File: config.mk
export PLATFORM = sky130hd
export DESIGN_NAME = mem_arbiter
export DESIGN_NICKNAME = d
export VERILOG_FILES = /design/src/rtl/mem_arbiter_pkg.sv /design/src/rtl/arbiter2.sv /design/src/rtl/mem_arbiter.sv
export SDC_FILE = /design/constraint.sdc
export NUM_CORES = 1
export LEC_CHECK = 0
export ABC_AREA = 1
export ABC_CLOCK_PERIOD_IN_PS = 2800
export BUFFER_PORTS_ARGS = -buffer_cell sky130_fd_sc_hd__buf_2
export CORE_AREA = 2 2 149 151
export CTS_CLUSTER_SIZE = 25
export DETAILED_ROUTE_END_ITERATION = 12
export DIE_AREA = 0 0 151 153
export MAX_ROUTING_LAYER = met4
export PLACE_DENSITY = 0.42
export REMOVE_ABC_BUFFERS = 1
export SYNTH_ARGS = -nofsm -noshare
export SYNTH_HDL_FRONTEND = slang
export SYNTH_SLANG_ARGS = --single-unit
File: constraint.sdc
create_clock -name aclk -period 2.8 [get_ports aclk]
set_clock_uncertainty 0.2 [all_clocks]
set_input_delay 0.42 -clock aclk [delete_from_list [all_inputs] [get_ports aclk]]
set_output_delay 0.42 -clock aclk [all_outputs]
set_load 0.03 [all_outputs]
File: src/rtl/mem_arbiter_pkg.sv
// Shared types for the two-requester AXI read arbiter.
package mem_arbiter_pkg;
  localparam int unsigned ADDR_W = 32;
  localparam int unsigned DATA_W = 32;

  typedef enum logic [1:0] {
    IDLE = 2'd0,
    ADDR = 2'd1,
    DATA = 2'd2
  } arb_state_t;

  typedef enum logic {
    IPORT = 1'b0,
    DPORT = 1'b1
  } arb_port_t;
endpackage

File: src/rtl/arbiter2.sv
// Two-input one-hot grant. Bit 0 is the instruction port, bit 1 the data port.
// RV32_ARB_ROUND_ROBIN_EN selects round-robin; otherwise the data port wins conflicts.
module arbiter2
  import mem_arbiter_pkg::*;
(
`ifdef RV32_ARB_ROUND_ROBIN_EN
  input  logic       aclk,
  input  logic       aresetn,
`endif
  input  logic [1:0] i_req,
  input  logic       i_en,
  output logic [1:0] o_grant
);

  logic [1:0] w_conflict_grant;

`ifdef RV32_ARB_ROUND_ROBIN_EN
  arb_port_t r_last;

  // On a conflict the port that did not win the previous grant goes first.
  assign w_conflict_grant = (r_last == IPORT) ? 2'b10 : 2'b01;

  always_ff @(posedge aclk) begin
    if (!aresetn) begin
      r_last <= IPORT;
    end else if (|o_grant) begin
      r_last <= o_grant[1] ? DPORT : IPORT;
    end
  end
`else
  // Fetch may starve behind back-to-back loads; the pipeline stalls fetch then anyway.
  assign w_conflict_grant = 2'b10;
`endif

  always_comb begin
    o_grant = 2'b00;
    if (i_en) begin
      o_grant = (&i_req) ? w_conflict_grant : i_req;
    end
  end

endmodule

File: src/rtl/mem_arbiter.sv
// Shares one AXI memory port between instruction and data requesters, one read outstanding.
// Arbitration policy selected by RV32_ARB_ROUND_ROBIN_EN (see arbiter2).
module mem_arbiter
  import mem_arbiter_pkg::*;
(
  input  logic              aclk,
  input  logic              aresetn,
  // instruction requester (read only)
  input  logic              i_ip_arvalid,
  output logic              o_ip_arready,
  input  logic [ADDR_W-1:0] i_ip_araddr,
  input  logic [2:0]        i_ip_arprot,
  output logic              o_ip_rvalid,
  input  logic              i_ip_rready,
  output logic [DATA_W-1:0] o_ip_rdata,
  output logic [1:0]        o_ip_rresp,
  output logic              o_ip_awready,
  output logic              o_ip_wready,
  output logic              o_ip_bvalid,
  // data requester
  input  logic              i_dp_arvalid,
  output logic              o_dp_arready,
  input  logic [ADDR_W-1:0] i_dp_araddr,
  input  logic [2:0]        i_dp_arprot,
  output logic              o_dp_rvalid,
  input  logic              i_dp_rready,
  output logic [DATA_W-1:0] o_dp_rdata,
  output logic [1:0]        o_dp_rresp,
  input  logic              i_dp_awvalid,
  output logic              o_dp_awready,
  input  logic [ADDR_W-1:0] i_dp_awaddr,
  input  logic [2:0]        i_dp_awprot,
  input  logic              i_dp_wvalid,
  output logic              o_dp_wready,
  input  logic [DATA_W-1:0] i_dp_wdata,
  input  logic [3:0]        i_dp_wstrb,
  output logic              o_dp_bvalid,
  input  logic              i_dp_bready,
  output logic [1:0]        o_dp_bresp,
  // shared memory port
  output logic              o_mem_arvalid,
  input  logic              i_mem_arready,
  output logic [ADDR_W-1:0] o_mem_araddr,
  output logic [2:0]        o_mem_arprot,
  input  logic              i_mem_rvalid,
  output logic              o_mem_rready,
  input  logic [DATA_W-1:0] i_mem_rdata,
  input  logic [1:0]        i_mem_rresp,
  output logic              o_mem_awvalid,
  input  logic              i_mem_awready,
  output logic [ADDR_W-1:0] o_mem_awaddr,
  output logic [2:0]        o_mem_awprot,
  output logic              o_mem_wvalid,
  input  logic              i_mem_wready,
  output logic [DATA_W-1:0] o_mem_wdata,
  output logic [3:0]        o_mem_wstrb,
  input  logic              i_mem_bvalid,
  output logic              o_mem_bready,
  input  logic [1:0]        i_mem_bresp
);

  arb_state_t        r_state;
  arb_state_t        w_state_nxt;
  arb_port_t         r_sel;
  logic              r_arvalid;
  logic [ADDR_W-1:0] r_araddr;
  logic [2:0]        r_arprot;
  logic [1:0]        w_req;
  logic [1:0]        w_grant;
  logic              w_idle;
  logic              w_sel_rready;

  assign w_idle       = (r_state == IDLE);
  assign w_req        = {i_dp_arvalid, i_ip_arvalid};
  assign w_sel_rready = (r_sel == DPORT) ? i_dp_rready : i_ip_rready;

  arbiter2 u_arb (
`ifdef RV32_ARB_ROUND_ROBIN_EN
    .aclk    (aclk),
    .aresetn (aresetn),
`endif
    .i_req   (w_req),
    .i_en    (w_idle),
    .o_grant (w_grant)
  );

  always_ff @(posedge aclk) begin
    if (!aresetn) begin
      r_state <= IDLE;
    end else begin
      r_state <= w_state_nxt;
    end
  end

  always_comb begin
    w_state_nxt  = r_state;
    o_ip_arready = 1'b0;
    o_dp_arready = 1'b0;
    o_ip_rvalid  = 1'b0;
    o_dp_rvalid  = 1'b0;
    o_mem_rready = 1'b0;
    case (r_state)
      IDLE: begin
        o_ip_arready = w_grant[0];
        o_dp_arready = w_grant[1];
        if (|w_grant) w_state_nxt = ADDR;
      end
      ADDR: begin
        if (i_mem_arready) w_state_nxt = DATA;
      end
      DATA: begin
        // rready comes only from the requester, so there is no loop through rvalid.
        o_mem_rready = w_sel_rready;
        o_ip_rvalid  = (r_sel == IPORT) && i_mem_rvalid;
        o_dp_rvalid  = (r_sel == DPORT) && i_mem_rvalid;
        if (i_mem_rvalid && w_sel_rready) w_state_nxt = IDLE;
      end
      default: w_state_nxt = IDLE;
    endcase
  end

  always_ff @(posedge aclk) begin
    if (!aresetn) begin
      r_arvalid <= 1'b0;
      r_araddr  <= '0;
      r_arprot  <= '0;
      r_sel     <= DPORT;
    end else if (|w_grant) begin
      r_arvalid <= 1'b1;
      r_sel     <= w_grant[1] ? DPORT : IPORT;
      r_araddr  <= w_grant[1] ? i_dp_araddr : i_ip_araddr;
      r_arprot  <= w_grant[1] ? i_dp_arprot : i_ip_arprot;
    end else if ((r_state == ADDR) && i_mem_arready) begin
      r_arvalid <= 1'b0;
    end
  end

  assign o_mem_arvalid = r_arvalid;
  assign o_mem_araddr  = r_araddr;
  assign o_mem_arprot  = r_arprot;

  assign o_ip_rdata = i_mem_rdata;
  assign o_ip_rresp = i_mem_rresp;
  assign o_dp_rdata = i_mem_rdata;
  assign o_dp_rresp = i_mem_rresp;

  assign o_ip_awready = 1'b0;
  assign o_ip_wready  = 1'b0;
  assign o_ip_bvalid  = 1'b0;

  // Writes bypass the read FSM; the memory owns write/read ordering.
  assign o_mem_awvalid = i_dp_awvalid;
  assign o_mem_awaddr  = i_dp_awaddr;
  assign o_mem_awprot  = i_dp_awprot;
  assign o_dp_awready  = i_mem_awready;
  assign o_mem_wvalid  = i_dp_wvalid;
  assign o_mem_wdata   = i_dp_wdata;
  assign o_mem_wstrb   = i_dp_wstrb;
  assign o_dp_wready   = i_mem_wready;
  assign o_dp_bvalid   = i_mem_bvalid;
  assign o_dp_bresp    = i_mem_bresp;
  assign o_mem_bready  = i_dp_bready;

endmodule

==> Yosys cells after proc, flatten, opt, wreduce, memory -nomap -nowiden <==
Index checks and enable logic that the tools add are counted.
{ "op_classes": {"eq_ne": 5, "muxes": 17, "bitwise_logic": 1, "n_reduce_logical": 9} }
{ "op_table": {"columns": ["operator", "count"], "rows": [
  ["2-to-1 mux 32 bit", 1],
  ["2-to-1 mux 2 bit", 5],
  ["2-to-1 mux 1 bit", 9],
  ["inequality test 2 bit, second input constant", 3],
  ["case mux 2 bit (3 select lines)", 1],
  ["logical AND 1 bit", 4],
  ["2-to-1 mux 3 bit", 1],
  ["AND reduction 3 bit", 1],
  ["equality test 2 x 1 -> 1 bit, second input constant", 1],
  ["equality test 2 bit, second input constant", 1],
  ["logical NOT 2 bit", 1],
  ["AND reduction 2 bit", 1],
  ["nonzero test 2 bit", 1],
  ["OR reduction 2 bit", 1],
  ["NOT 1 bit", 1]
]} }
{ "totals": {"register_bits": 39, "inputBits": 191, "out_inout_bits": 191, "elab_cells": 37} }

==> Depth between registers and ports, before layout <==
{ "logic_depth": {"depth_word": 6, "ltp_mapped": 7, "depth_no_buf": 6} }

==> Hierarchy <==
A second synthesis with hierarchy kept.
{ "hier_totals": {"hier_cells": 450, "area_unflattened_um2": 3050.4} }
{ "by_module_without_submodules": {"columns": ["mod", "instances", "cells_each", "area_each_um2", "seq_area_each_um2"], "rows": [
  ["mem_arbiter", 1, 446, 3032.9, 780.7],
  ["arbiter2", 1, 4, 17.5, 0.0]
]} }

==> Worst setup path before layout <==
No wires, ideal clock.
{ "synth_timing": {"path_type": "reg-to-output", "start": "register r_state[1]", "end": "output o_dp_rvalid", "arrival_ns": 1.212, "t_required_ns": 2.180, "slack_ns": 0.968, "stages_incl_launch_ff": 5, "path_buffers": 0, "cell_sequence": "dfxtp_1 > inv_1 > nor2_1 > inv_1 > nor3_1"} }
{ "synth_via": {"elab_chain_len": 2} }
{ "synth_lines": {"columns": ["item", "line", "source"], "rows": [
  ["start: declaration", "mem_arbiter.sv:62", "arb_state_t r_state;"],
  ["start signal: assignment", "mem_arbiter.sv:91", "r_state <= w_state_nxt;"],
  ["equality test 2 bit", "mem_arbiter.sv:102", "case (r_state)"],
  ["2-to-1 mux 1 bit", "mem_arbiter.sv:102", null],
  ["end: declaration", "mem_arbiter.sv:25", "output logic o_dp_rvalid,"]
]} }
Every way passes these cells.

==> Final worst setup path <==
{ "layout_timing": {"start": "register r_state[0]", "end": "output o_dp_arready"} }
{ "layout_via": {"elab_chain_len": 3} }
{ "layout_lines": {"columns": ["item", "line", "source"], "rows": [
  ["logical NOT 2 bit *", "mem_arbiter.sv:73, mem_arbiter.sv:102", null],
  ["2-to-1 mux 2 bit", "arbiter2.sv:37", "if (i_en) begin"],
  ["2-to-1 mux 1 bit *", "mem_arbiter.sv:102", null],
  ["end: declaration", "mem_arbiter.sv:22", "output logic o_dp_arready,"]
]} }
Every way passes the cells marked *; elsewhere a longest branch is shown, timed or not.

==> metrics.md <==
| Metric | Value |
|---|---|
| Ports | `382` |
| Routed len/inst | `41.8 microns` |
| Post-Synth Adder-Cell Area | `0%` |
| Max Clock Freq | `478 MHz` |
| Synth Area in Compound Gates | `6.21%` |
| Cells after synthesis | `480` |
| CP peak stage delay | `0.35 ns` |
| HP Class | `in2reg` |
| YS warnings | `0` |
| Port Buffers | `approximately 120` |
| Initial core utilization | `between 10% and 20%` |
| First-pass GRT wire length | `35300 microns` |
| Nets | `around 630` |
| # DRC | `0` |
| Setup TNS Final | `0 ns` |
| CP endpoint kind | `primary output` |
| Worst-margin pin slew | `0.723 ns` |
| Max-slew headroom | `around 52%` |
| Synth Area in Simple Gates | `21.6%` |
| Max FO, Critical Path | `11` |
| Synth top area cells | `buf_4 35%, dfxtp_1 24%, nand3_1 11%` |
| Reg-to-reg slack, setup | `between 0.8 and 0.9 ns` |
| Tcrit/Tclk final | `74.7%` |
| Slowest cell on the critical path | `dfxtp_1` |
| Layout cell share with drive strength beyond 1 | `about 30%` |
| Fillers | `2566` |
| Max cap viols | `0` |
| Reg-to-reg startpoint | `r_state[0]` |
| H-tree depth | `2` |
| Antenna diodes | `0` |
| Final worst path period need | `2.09 ns` |
| CP Launch Type | `flop` |
| Die area | `23100 sq um` |
| Core Area | `21500 sq um` |
| Cell breakdown of the critical path | `nor2_4 > nand2_4 > inv_1 > buf_2` |
| WL final | `30200 microns` |
| RD Place Congestion | `0.881` |
| Sequential area share after synthesis | `24.1%` |
| CTS tree | `done` |
| Hold path start | `aresetn` |
| Die X | `151 microns` |
| Clk_lat worst skew | `0.29 ns` |
| Placement Rows | `54` |
| Area growth, synth to finish | `-4.47%` |
| Peak VDD IR | `0.178 mV` |
| Mapped cell area | `3250 sq um` |
| WP data arrival | `1.47 ns` |
| Post-synthesis mux area share | `0%` |
| Reg-to-Reg End | `o_mem_araddr[20]` |
| DRT Pass-1 Iters | `7` |
| XOR/XNOR Fraction of Synth Area | `0%` |
| Distinct cells, synth | `22` |
| Setup bufs post-CTS | `0` |
| Avg Cell Area, Syn | `between 6 and 7 sq um` |
| DRT antenna net count | `0` |
| Hold endpoint | `r_sel` |
| Initial antenna violation count | `0` |
| Power Density | `581 nW/um^2` |
| Endpoints failing setup | `0` |
| Via count | `2812` |
| Largest net degree at the start of global routing | `38` |
| Vias per inst | `between 3 and 4` |
| Crit path kind | `reg2out` |
| DR iter-0 viols | `190` |
| Seq cells post-synth | `39` |
| Outcome | `completed` |
| Worst EP required | `roughly 2.2 ns` |
| CTS Buf Count | `5` |
| CTS sink count | `39` |
| Largest family of logic cells by synthesized area | `buffers and inverters` |
| Count of final hold-check violations | `0` |
| Die H | `between 150 and 200 microns` |
| Worst Hold Depth | `2` |
| Post-CTS sizing | `0` |
| Reg2reg path depth | `5` |
| Leakage | `1.67 nW` |
| Grt ovf | `0` |
| Post-synth top area share | `34.7%` |
| DPL Wire Length | `27700 microns` |
| Post-synth top area cell | `buf_4` |
| Setup repair after global routing missed its margin | `false` |
| Vias in the first global route | `between 2000 and 3000` |
| CTS Root Cell | `clkbuf_16` |
| Reg clk slew, reported paths | `around 0.060 ns` |
| Total track usage | `26.3%` |
| Fin util | `between 10% and 20%` |
| Hold_buf cts | `0` |
| CTS Buffer Depth | `2` |
| Max-slew violations | `0` |
## flip-flops by register name (all words and copies together), names as in the netlist
signal / flops
r_state: 2
r_sel: 1
o_mem_araddr: 32
o_mem_arvalid: 1
o_mem_arprot: 3
## cell type report
class | instances | area, sq um | area share [%]
multi-input cells | 198 | 926 | 29.9
flip-flops and latches | 39 | 781 | 25.2
repair buffers | 123 | 628 | 20.3
well taps | 280 | 350 | 11.3
inverters | 74 | 278 | 8.96
clock buffers | 7 | 133 | 4.28
clock inverters | 1 | 5.00 | 0.161
## synthesized netlist by cell type, drive strengths merged
master  number
clkbuf       5
o21ai        1
a21oi       37
nor3         2
and3         1
nand3b       1
nand4        2
clkinv       1
conb         1
dfxtp       39
o211ai       1
buf        166
inv         73
and2         2
nor2         2
nand3       69
nand2       77
## worst max path at each step
stage,from,end,cells past startpoint
floorplan,r_state[0],o_mem_araddr[0],5
global placement,aresetn,r_state[1],4
detailed placement,aresetn,r_state[1],4
CTS,r_state[0],o_dp_arready,4
global route,r_state[0],o_dp_arready,4
finish,r_state[0],o_dp_arready,4
## cell usage in the layout (no fill, tap or decap)
| cell | netlist | final |
|---|---|---|
| nand3b_1 | 1 | 1 |
| o21ai_4 | 0 | 1 |
| inv_1 | 72 | 72 |
| clkinv_2 | 0 | 1 |
| clkbuf_16 | 0 | 5 |
| nand2_4 | 1 | 1 |
| nor2_1 | 1 | 1 |
| and3_1 | 1 | 1 |
| nand3_1 | 69 | 69 |
| nand4_1 | 2 | 2 |
| nand2_1 | 76 | 76 |
| inv_2 | 1 | 1 |
| conb_1 | 1 | 3 |
| nor2_4 | 0 | 1 |
| clkbuf_1 | 5 | 2 |
| nor3_1 | 2 | 2 |
| o211ai_1 | 1 | 1 |
| a21oi_1 | 37 | 37 |
| and2_1 | 2 | 2 |
| buf_4 | 150 | 5 |
| dfxtp_1 | 39 | 39 |
| buf_2 | 7 | 118 |
| clkinv_1 | 1 | 1 |
## per-layer routing
layer / wire length [microns] / GRT usage (%) / vias to the layer above
li1: - / - / 1236
met1: 4960 / 11.3 / 1173
met2: 16900 / 50.8 / 387
met3: 7940 / 31.7 / 16
met4: 413 / 4.63 / 0
met5: 0 / - / -
## worst max-delay path, delay by kind of cell, from the launching register on
kind / cells / cell delay (ns)
buffers and inverters: 2 / 0.32
and+or+nand+nor: 2 / 0.50
DFF: 1 / 0.35
## report_power, final
| part | switching [mW] | internal [mW] | leakage (nW) |
|---|---|---|---|
| Sequential | 0.0350 | 0.617 | 0.322 |
| Clock | 0.262 | 0.331 | 0.0679 |
| Combinational | 0.388 | 0.169 | 1.28 |
## stage by stage
step	area, sq um	setup WS (ns)	instances	total power, mW	hold WS, ns
after global placement	2960	0.787	714	1.23	0.255
after floorplan	1970	0.183	311	0.986	0.300
after CTS	3100	0.679	722	1.83	0.151
after detailed placement	2960	0.777	714	1.23	0.256
after global routing	3100	0.634	722	1.91	0.169
final	3100	0.709	722	1.80	0.162
## cells by family (layout without fill, tap and decap cells)
group | count (synthesis) | after routing
AOI/OAI and AO/OA | 39 | 39
DFF | 39 | 39
and+or+nand+nor | 156 | 156
other | 1 | 3
buffers and inverters | 245 | 205
(Power assumes the default switching activity.)
